==> src/rtl/tpu_pkg.sv <==
// Shared definitions for the accumulator write-back path: width derivations,
// accumulator default width and the tile-control state encoding.
package tpu_pkg;

    localparam int ACC_WIDTH_DEFAULT = 32;

    typedef enum logic [1:0] {
        IDLE  = 2'd0,
        RUN   = 2'd1,
        DRAIN = 2'd2,
        DONE  = 2'd3
    } state_e;

    // One extra address bit lets num_rows express a full-depth tile.
    function automatic int calc_addr_width(input int max_rows);
        return $clog2(max_rows) + 1;
    endfunction

    function automatic int calc_in_width(input int data_width);
        return 2 * data_width;
    endfunction

endpackage

==> src/rtl/col_deskew.sv <==
// Per-column delay line: DEPTH registers of valid+data, or a plain wire when
// DEPTH is zero (the last column needs no delay).
module col_deskew #(
    parameter int DEPTH = 1,
    parameter int WIDTH = 16
) (
    input  logic             clk,
    input  logic             reset,
    input  logic             valid_i,
    input  logic [WIDTH-1:0] data_i,
    output logic             valid_o,
    output logic [WIDTH-1:0] data_o
);

    generate
        if (DEPTH == 0) begin : g_pass
            logic unused_clk_rst;
            assign unused_clk_rst = clk & reset;
            assign valid_o        = valid_i;
            assign data_o         = data_i;
        end else begin : g_shift
            logic [DEPTH-1:0] valid_q;
            logic [WIDTH-1:0] data_q [DEPTH];

            always_ff @(posedge clk) begin
                if (!reset) begin
                    valid_q <= '0;
                    for (int i = 0; i < DEPTH; i++) begin
                        data_q[i] <= '0;
                    end
                end else begin
                    valid_q[0] <= valid_i;
                    data_q[0]  <= data_i;
                    for (int i = 1; i < DEPTH; i++) begin
                        valid_q[i] <= valid_q[i-1];
                        data_q[i]  <= data_q[i-1];
                    end
                end
            end

            assign valid_o = valid_q[DEPTH-1];
            assign data_o  = data_q[DEPTH-1];
        end
    endgenerate

endmodule

==> src/rtl/accum_writeback_ctrl.sv <==
// Deskews systolic-array column outputs into aligned rows and read-modify-writes
// each row into accumTable (accumulate or overwrite), one tile per start pulse.
module accum_writeback_ctrl
    import tpu_pkg::*;
#(
    parameter int  DATA_WIDTH   = 8,
    parameter int  ACC_WIDTH    = ACC_WIDTH_DEFAULT,
    parameter int  SYS_ARR_COLS = 16,
    parameter int  MAX_OUT_ROWS = 1024,
    localparam int IN_WIDTH     = calc_in_width(DATA_WIDTH),
    localparam int ADDR_WIDTH   = calc_addr_width(MAX_OUT_ROWS)
) (
    input  logic                              clk,
    input  logic                              reset,
    input  logic                              start,
    input  logic [ADDR_WIDTH-1:0]             base_addr,
    input  logic [ADDR_WIDTH-1:0]             num_rows,
    input  logic                              accum_en,
    input  logic [SYS_ARR_COLS-1:0]           col_valid,
    input  logic [SYS_ARR_COLS*IN_WIDTH-1:0]  col_data,
    output logic [ADDR_WIDTH-1:0]             rd_addr,
    input  logic [SYS_ARR_COLS*ACC_WIDTH-1:0] rd_data,
    output logic                              wr_en,
    output logic [ADDR_WIDTH-1:0]             wr_addr,
    output logic [SYS_ARR_COLS*ACC_WIDTH-1:0] wr_data,
    output logic                              busy,
    output logic                              done,
    output logic                              err
);

    localparam logic [ADDR_WIDTH:0] MAX_ROWS_W = (ADDR_WIDTH+1)'(MAX_OUT_ROWS);

    logic [SYS_ARR_COLS-1:0]           dsk_valid;
    logic [SYS_ARR_COLS*IN_WIDTH-1:0]  dsk_data;
    logic [SYS_ARR_COLS-1:0]           a_valid_q;
    logic [SYS_ARR_COLS*IN_WIDTH-1:0]  a_data_q;

    state_e                            state_q;
    logic [ADDR_WIDTH-1:0]             base_q;
    logic [ADDR_WIDTH-1:0]             num_q;
    logic [ADDR_WIDTH-1:0]             row_cnt_q;
    logic                              accum_q;
    logic                              busy_q;
    logic                              done_q;
    logic                              err_q;

    logic                              b_valid_q;
    logic [ADDR_WIDTH-1:0]             b_addr_q;
    logic [SYS_ARR_COLS*IN_WIDTH-1:0]  b_data_q;
    logic                              byp_q;
    logic [SYS_ARR_COLS*ACC_WIDTH-1:0] byp_data_q;

    logic                              row_any;
    logic                              row_ok;
    logic                              row_err;
    logic [ADDR_WIDTH:0]               addr_sum;
    logic [ADDR_WIDTH-1:0]             a_addr;

    // Column gi arrives gi cycles late, so it gets SYS_ARR_COLS-1-gi delay stages.
    genvar gi;
    generate
        for (gi = 0; gi < SYS_ARR_COLS; gi++) begin : g_col
            col_deskew #(
                .DEPTH (SYS_ARR_COLS - 1 - gi),
                .WIDTH (IN_WIDTH)
            ) u_deskew (
                .clk     (clk),
                .reset   (reset),
                .valid_i (col_valid[gi]),
                .data_i  (col_data[gi*IN_WIDTH +: IN_WIDTH]),
                .valid_o (dsk_valid[gi]),
                .data_o  (dsk_data[gi*IN_WIDTH +: IN_WIDTH])
            );
        end
    endgenerate

    always_ff @(posedge clk) begin
        if (!reset) begin
            a_valid_q <= '0;
            a_data_q  <= '0;
        end else begin
            a_valid_q <= dsk_valid;
            a_data_q  <= dsk_data;
        end
    end

    always_comb begin
        row_any  = |a_valid_q;
        row_ok   = (&a_valid_q) && (state_q == RUN);
        row_err  = row_any && !row_ok;
        addr_sum = {1'b0, base_q} + {1'b0, row_cnt_q};
        a_addr   = ADDR_WIDTH'(addr_sum % MAX_ROWS_W);
    end

    // The table read issued while stage B writes the same row returns stale
    // data, so the in-flight write result is captured and substituted.
    generate
        for (gi = 0; gi < SYS_ARR_COLS; gi++) begin : g_lane
            logic [ACC_WIDTH-1:0] old_val;
            logic [ACC_WIDTH-1:0] psum_ext;
            assign old_val  = !accum_q ? '0 :
                              (byp_q ? byp_data_q[gi*ACC_WIDTH +: ACC_WIDTH]
                                     : rd_data[gi*ACC_WIDTH +: ACC_WIDTH]);
            assign psum_ext = {{(ACC_WIDTH-IN_WIDTH){b_data_q[gi*IN_WIDTH+IN_WIDTH-1]}},
                               b_data_q[gi*IN_WIDTH +: IN_WIDTH]};
            assign wr_data[gi*ACC_WIDTH +: ACC_WIDTH] = old_val + psum_ext;
        end
    endgenerate

    always_ff @(posedge clk) begin
        if (!reset) begin
            state_q    <= IDLE;
            base_q     <= '0;
            num_q      <= '0;
            row_cnt_q  <= '0;
            accum_q    <= 1'b0;
            busy_q     <= 1'b0;
            done_q     <= 1'b0;
            err_q      <= 1'b0;
            b_valid_q  <= 1'b0;
            b_addr_q   <= '0;
            b_data_q   <= '0;
            byp_q      <= 1'b0;
            byp_data_q <= '0;
        end else begin
            b_valid_q  <= row_ok;
            b_addr_q   <= a_addr;
            b_data_q   <= a_data_q;
            byp_q      <= row_ok && b_valid_q && (a_addr == b_addr_q);
            byp_data_q <= wr_data;
            done_q     <= 1'b0;
            if (row_err) begin
                err_q <= 1'b1;
            end
            case (state_q)
                IDLE: begin
                    if (start) begin
                        base_q    <= base_addr;
                        num_q     <= num_rows;
                        accum_q   <= accum_en;
                        row_cnt_q <= '0;
                        err_q     <= row_err;
                        busy_q    <= 1'b1;
                        if (num_rows == '0) begin
                            state_q <= DONE;
                            done_q  <= 1'b1;
                        end else begin
                            state_q <= RUN;
                        end
                    end
                end
                RUN: begin
                    if (row_ok) begin
                        row_cnt_q <= row_cnt_q + ADDR_WIDTH'(1);
                        if ((row_cnt_q + ADDR_WIDTH'(1)) == num_q) begin
                            state_q <= DRAIN;
                        end
                    end
                end
                DRAIN: begin
                    // No row is accepted here, so stage B is empty after this cycle.
                    state_q <= DONE;
                    done_q  <= 1'b1;
                end
                DONE: begin
                    state_q <= IDLE;
                    busy_q  <= 1'b0;
                end
                default: begin
                    state_q <= IDLE;
                    busy_q  <= 1'b0;
                end
            endcase
        end
    end

    assign rd_addr = a_addr;
    assign wr_en   = b_valid_q;
    assign wr_addr = b_addr_q;
    assign busy    = busy_q;
    assign done    = done_q;
    assign err     = err_q;

endmodule
==> config.mk <==
export PLATFORM = sky130hd
export DESIGN_NAME = accum_writeback_ctrl
export DESIGN_NICKNAME = d
export VERILOG_FILES = /design/src/rtl/tpu_pkg.sv /design/src/rtl/col_deskew.sv /design/src/rtl/accum_writeback_ctrl.sv
export SDC_FILE = /design/constraint.sdc
export NUM_CORES = 2
export LEC_CHECK = 0
export CORE_AREA = 2 2 449 674
export CTS_BUF_LIST = sky130_fd_sc_hd__clkbuf_16
export DETAILED_ROUTE_END_ITERATION = 7
export DIE_AREA = 0 0 451 676
export DONT_BUFFER_PORTS = 1
export SLEW_MARGIN = 20
export SYNTH_ARGS = -nofsm -noshare
export SYNTH_HDL_FRONTEND = slang
export SYNTH_SLANG_ARGS = --single-unit
export TNS_END_PERCENT = 1
==> constraint.sdc <==
create_clock -name clk -period 6 [get_ports clk]
set_input_delay 1.5 -clock clk [delete_from_list [all_inputs] [get_ports clk]]
set_output_delay 1.5 -clock clk [all_outputs]
set_load 0.01 [all_outputs]
; Word level (Yosys, flattened, before mapping)
; Memory sizes are Yosys's and may differ from the RTL's. A register that Yosys moved wholly into a read port is not among the register bits.
; Cells that the tools add are included.
; W data, S select, Z words.
[totals]
register_bits = 1211
mem_bits_rw = 1920
inputBits = 810
mem_count = 15
[classes]
add_sub_neg = 18
eq_ne = 8
muxes = 171
n_bitwise = 119
n_reduce_logical = 31
[mem_list]
columns = name, words, width, read_ports, rd_clocked_by_memory_dff, write_ports, line
row1 = g_col[0].u_deskew.g_shift.data_q, 15, 16, 15, 1, 15, col_deskew.sv:23  ; logic [WIDTH-1:0] data_q [DEPTH];
row2 = g_col[1].u_deskew.g_shift.data_q, 14, 16, 14, 1, 14, col_deskew.sv:23
row3 = g_col[2].u_deskew.g_shift.data_q, 13, 16, 13, 1, 13, col_deskew.sv:23
row4 = g_col[3].u_deskew.g_shift.data_q, 12, 16, 12, 1, 12, col_deskew.sv:23
row5 = g_col[4].u_deskew.g_shift.data_q, 11, 16, 11, 1, 11, col_deskew.sv:23
row6 = g_col[5].u_deskew.g_shift.data_q, 10, 16, 10, 1, 10, col_deskew.sv:23
row7 = 9 more memories, --, --, --, --, --, --
[op_table]
columns = op, n
row1 = $mux W16, 120
row2 = $mux W32, 32
row3 = $add A32 B32 Y32, 16
row4 = $or A1 B1 Y1, 119
row5 = $reduce_or A16 Y1, 2
row6 = $mux W11, 2
row7 = $pmux W11 S2, 1
row8 = $logic_not A1 Y1, 16
row9 = $reduce_and A16 Y1, 1
row10 = $add A11 B1 Y11 const B, 1
row11 = $eq A10 B11 Y1, 1
row12 = $eq A11 B11 Y1, 1
row13 = $logic_not A11 Y1, 1
row14 = $add A10 B10 Y10, 1
row15 = $mux W1, 9
row16 = $mux W2, 4
row17 = $pmux W2 S4, 1
row18 = $reduce_and A3 Y1, 2
row19 = $eq A2 B2 Y1 const B, 2
row20 = $logic_and A1 B1 Y1, 4
row21 = $ne A2 B2 Y1 const B, 2
row22 = $pmux W1 S2, 2
row23 = $reduce_and A2 Y1, 2
row24 = $reduce_bool A2 Y1, 2
row25 = 3 further kinds, 3

; Logic depth before layout (Yosys ltp)
[depth]
depth_word = 7
mapped_depth = 17
mapped_depth_nobuf = 12

; Modules after synthesis
; Synthesis repeated with hierarchy kept, for this count alone.
[unflattened]
hier_cells = 11683
hier_area_um2 = 121571.6
[modules_own_cells]
columns = module, instances, cells_each, area_each_um2, seq_area_each_um2
row1 = accum_writeback_ctrl, 1, 7224, 64707.1, 21820.9
row2 = col_deskew (g_col[0].u_deskew), 1, 554, 6965.4, 5104.9
row3 = col_deskew (g_col[1].u_deskew), 1, 518, 6667.6, 4764.6
row4 = col_deskew (g_col[2].u_deskew), 1, 466, 5930.7, 4424.2
row5 = col_deskew (g_col[3].u_deskew), 1, 430, 5582.9, 4083.9
row6 = col_deskew (g_col[4].u_deskew), 1, 394, 5102.4, 3743.6
row7 = col_deskew (g_col[5].u_deskew), 1, 374, 4744.6, 3403.3
row8 = col_deskew (g_col[6].u_deskew), 1, 322, 4150.2, 3062.9
row9 = col_deskew (g_col[7].u_deskew), 1, 303, 3897.5, 2722.6
row10 = col_deskew (g_col[8].u_deskew), 1, 267, 3387.0, 2382.3
row11 = col_deskew (g_col[9].u_deskew), 1, 231, 2911.5, 2042.0
row12 = col_deskew (g_col[10].u_deskew), 1, 195, 2436.1, 1701.6
row13 = col_deskew (g_col[11].u_deskew), 1, 143, 1866.8, 1361.3
row14 = col_deskew (g_col[12].u_deskew), 1, 123, 1549.0, 1021.0
row15 = 3 more rows, --, --, --, --

; Least setup slack after synthesis
; No wires, ideal clock.
[synth_timing]
path_kind = register -> output
start = reg byp_q
end = out wr_data[318]
arrival_ps = 4162
required_time_ps = 4500
slack_ps = 338
path_stages_with_launch = 18
cell_sequence = dfxtp_1 clkbuf_1 buf_1 buf_2 clkbuf_1 buf_2 mux2i_1 nor2b_1 ha_1 fa_1 a21oi_1 o211ai_1 o2111ai_1 a21oi_2 a41oi_2 o221ai_1 a311oi_2 xnor2_1
[synth_between]
elab_chain_cells = 3
[synth_rtl]
columns = element, line
row1 = from (decl), accum_writeback_ctrl.sv:50  ; logic byp_q;
row2 = from (signal assigned), accum_writeback_ctrl.sv:129  ; byp_q <= row_ok && b_valid_q && (a_addr == b_addr_q);
row3 = $mux W32, accum_writeback_ctrl.sv:102  ; (byp_q ? byp_data_q[gi*ACC_WIDTH +: ACC_WIDTH]
row4 = $mux W32, accum_writeback_ctrl.sv:101  ; assign old_val = !accum_q ? '0 :
row5 = $add A32 B32 Y32, accum_writeback_ctrl.sv:106  ; assign wr_data[gi*ACC_WIDTH +: ACC_WIDTH] = old_val + psum_ext;
row6 = to (decl), accum_writeback_ctrl.sv:25  ; output logic [SYS_ARR_COLS*ACC_WIDTH-1:0] wr_data,
; Every way passes these cells.

; Final worst setup path
[layout_timing]
start = reg byp_q
end = out wr_data[31]
; The elaborated chain is that of the path after synthesis.

==> results by group <==
Yosys
  – Synth top area cells: dfxtp_1 (53%), and2_1 (16%), ha_1 (5.4%), mux2i_1 (4.3%), nor2b_1 (2.8%)
  – Synth Instances: 11,600
  – Top FF cell, synth: dfxtp_1
  – Seq/Total Area, Yosys: 52.6%
  – Mapped Area: 0.119 mm2
  – Top cell type's share of synthesized area: 52.6%
  – Synth Warn #: 0
  – Async S/R FF share, synth: 0%
  – Yosys top cell by area: dfxtp_1
  – Number of synthesized flops with an enable pin: 0
  – Synthesized area per cell: 10.3 um2
  – Post-synth cell types: 101
  – Synth Register Bits: 3,130

Routing
  – Pre-antenna DRT Iters: 6
  – Final ANT Viol Nets: 0
  – Via density: 4.90
  – Via count: 78,800
  – Iteration-0 DRC Markers: 4,191
  – DRT Wirelength: 362 mm
  – DR DRC count: 0
  – WL per Instance: 22.5 um

Finish
  – Filler instances: 28,300
  – Commonest non-fill, non-tap cell in the layout: dfxtp_1
  – Multi-input gate area: 0.0560 mm2
  – Area Overhead vs Synth: 16.1%
  – Post-layout instance area: 0.138 mm2
  – Share of layout cells above drive strength 1: 10.3%
  – Register Area: 0.0627 mm2
  – Most frequent cells in the layout: dfxtp_1 (3,128), and2_1 (3,098), nor2b_1 (530)
  – Nets: 13,000

Die
  – Ports: 1,348
  – Total die area: 0.305 mm2
  – DIE HEIGHT: 676 um
  – Initial Util: 39.8%
  – Core region area: 0.299 mm2
  – Die Span X: 451 um
  – Num rows: 246

Clock network
  – H-tree depth: 5
  – Num CTS Buffers: 311
  – Hold_buf cts: 0
  – Root buffer cell: clkbuf_16
  – Clk sinks: 3,130
  – CTS clk-pin slew, worst paths: 0.06 ns
  – Clk Latency, worst-skew pair: 0.88 ns
  – CTS Buffer Depth: 4
  – TritonCTS clock tree: built

Placement
  – Dpl ws: 0.0522 ns
  – GPL Wtd Cong: 0.943
  – Hpwl dp: 274 mm
  – Buffers on Ports: 0
  – DP Area: 0.125 mm2

Flow run
  – Max cap viols: 0

Global routing
  – M2 GR Usage: 37.9%
  – GR Layer Usage met3: 7.61%
  – Largest net degree at the start of global routing: 310
  – GRT met1 Usage: 24.9%
  – Grt ovf: 0
  – Global-route wire length before repair: 518 mm
  – GRT Total Usage: 22.6%
  – Initial antenna violation count: 229
  – Most used routing layer: met2
  – Vias in the first global route: 77,500

Power
  – Static leakage: 58.6 nW
  – Worst VDD drop: 0.379 mV
  – Power Total: 44.7 mW
  – PwrDens: 323 mW/mm2

Setup path
  – WP data required: 4.50 ns
  – Crit end category: output port
  – Critical Path Start Type: flop
  – Crit path DAT: 4.52 ns
  – CP Class: reg -> out
  – Max FO, Critical Path: 6

Hold path
  – HP Class: reg -> reg

STA
  – Crit share post-route: 100%
  – Skew final: 0.0636 ns
  – Fmax: 166 MHz
  – Fin crit period: 6.02 ns
  – PnR worst setup slack: -0.0155 ns
  – Final Setup Violations: 1
  – Endpoints failing hold: 0
  – Slew at the pin closest to its max-slew limit: 1.12 ns
  – Final Max Tran Viols: 0
  – Slew margin rel.: 25.5%
  – RSZ-0062 raised after global routing: true

Run status
  – Status: finished, violations left
  – Violated checks: setup timing
## cell families after synthesis
group	Yosys count	share of synthesized area (%)
muxes	525	4.43
buffers and inverters	654	2.14
and+or+nand+nor	4689	23.2
other	1	0.00315
AOI/OAI and AO/OA	1535	8.31
DFF	3130	52.6
adders and majority gates	527	5.65
xor gates and xnor gates	490	3.61
## through the flow
step	setup TNS [ns]	cells	hold WS, ns	utilization [%]
after floorplan	0	11600	0.406	-
after global placement	0	15300	0.413	41.7
after detailed placement	0	15300	0.411	41.7
after CTS	-5.41	15900	0.388	45.6
after global routing	-4.88	16000	0.410	46.2
final	-0.0155	16100	0.386	46.3
## final timing paths
path                                                           start                                            endpoint  slack [ns]  cells past startpoint
setup / recovery                                    byp_q$_SDFF_PN0_                                         wr_data[31]       -0.02                     15
hold / removal    g_col[11].u_deskew.g_shift.data_q[2][7]$_SDFF_PN0_  g_col[11].u_deskew.g_shift.data_q[3][7]$_SDFF_PN0_        0.39                      1
setup reg to reg                                    byp_q$_SDFF_PN0_                           byp_data_q[60]$_SDFF_PN0_        2.12                     16
hold reg to reg   g_col[11].u_deskew.g_shift.data_q[2][7]$_SDFF_PN0_  g_col[11].u_deskew.g_shift.data_q[3][7]$_SDFF_PN0_        0.39                      1
## cells in the mapped netlist (96+ instances only)
cell / number
nand2_1: 383
nor2_1: 246
inv_1: 96
xor2_1: 205
clkbuf_1: 491
o21ai_0: 198
nor2b_1: 535
dfxtp_1: 3130
a21oi_1: 499
and2_1: 3103
a21o_1: 190
mux2i_1: 509
xnor2_1: 284
ha_1: 510
## flip-flops by register name (all words and copies together) (netlist names)
signal / flops
g_col.u_deskew.g_shift.valid_q: 119
byp_q: 1
base_q: 10
g_col.u_deskew.g_shift.data_q: 1920
row_cnt_q: 11
num_q: 11
a_valid_q: 16
err: 1
state_q: 2
wr_en: 1
busy: 1
a_data_q: 256
g_col.u_deskew.valid_o: 1
byp_data_q: 512
accum_q: 1
b_data_q: 256
done: 1
wr_addr: 10
## area by class of cell
cell class | instances | area share [%]
clock inverters | 235 | 1.56
multi-input cells | 7768 | 40.5
clock buffers | 321 | 5.81
well taps | 3968 | 3.59
inverters | 97 | 0.265
flip-flops and latches | 3130 | 45.3
diodes | 193 | 0.349
repair buffers | 366 | 2.56
## report_power, final
| part | internal (mW) | switching [mW] | leakage (nW) |
|---|---|---|---|
| combinational | 1.29 | 2.36 | 28.1 |
| sequential | 21.3 | 0.163 | 25.4 |
| clock | 11.3 | 8.27 | 5.17 |
## repair_timing
action / CTS / global route
pin swaps: 22 / 45
gates resized for setup: 222 / 213
setup buffers: 14 / 29
endpoints found under the setup margin: 235 / 219
gates cloned: 6 / 3
## layer usage
layer	wire, um	vias up
met2	171000	2202
met5	626	-
met4	23300	96
li1	-	38600
met3	28400	902
met1	138000	36900
## worst max-delay path: stages, from the launching register on
cell and delay, ns:
dfxtp_4 0.39, buf_12 0.14, buf_12 0.12, buf_16 0.17, buf_4 0.17, mux2i_2 0.23
nor2b_2 0.09, ha_1 0.31, a211oi_2 0.23, o211ai_1 0.18, a31o_1 0.27, o31a_1 0.35
a2111oi_1 0.38, nor3_1 0.12, xnor2_1 0.23, buf_4 0.23
Note: power is estimated with default switching activity, not from simulation.
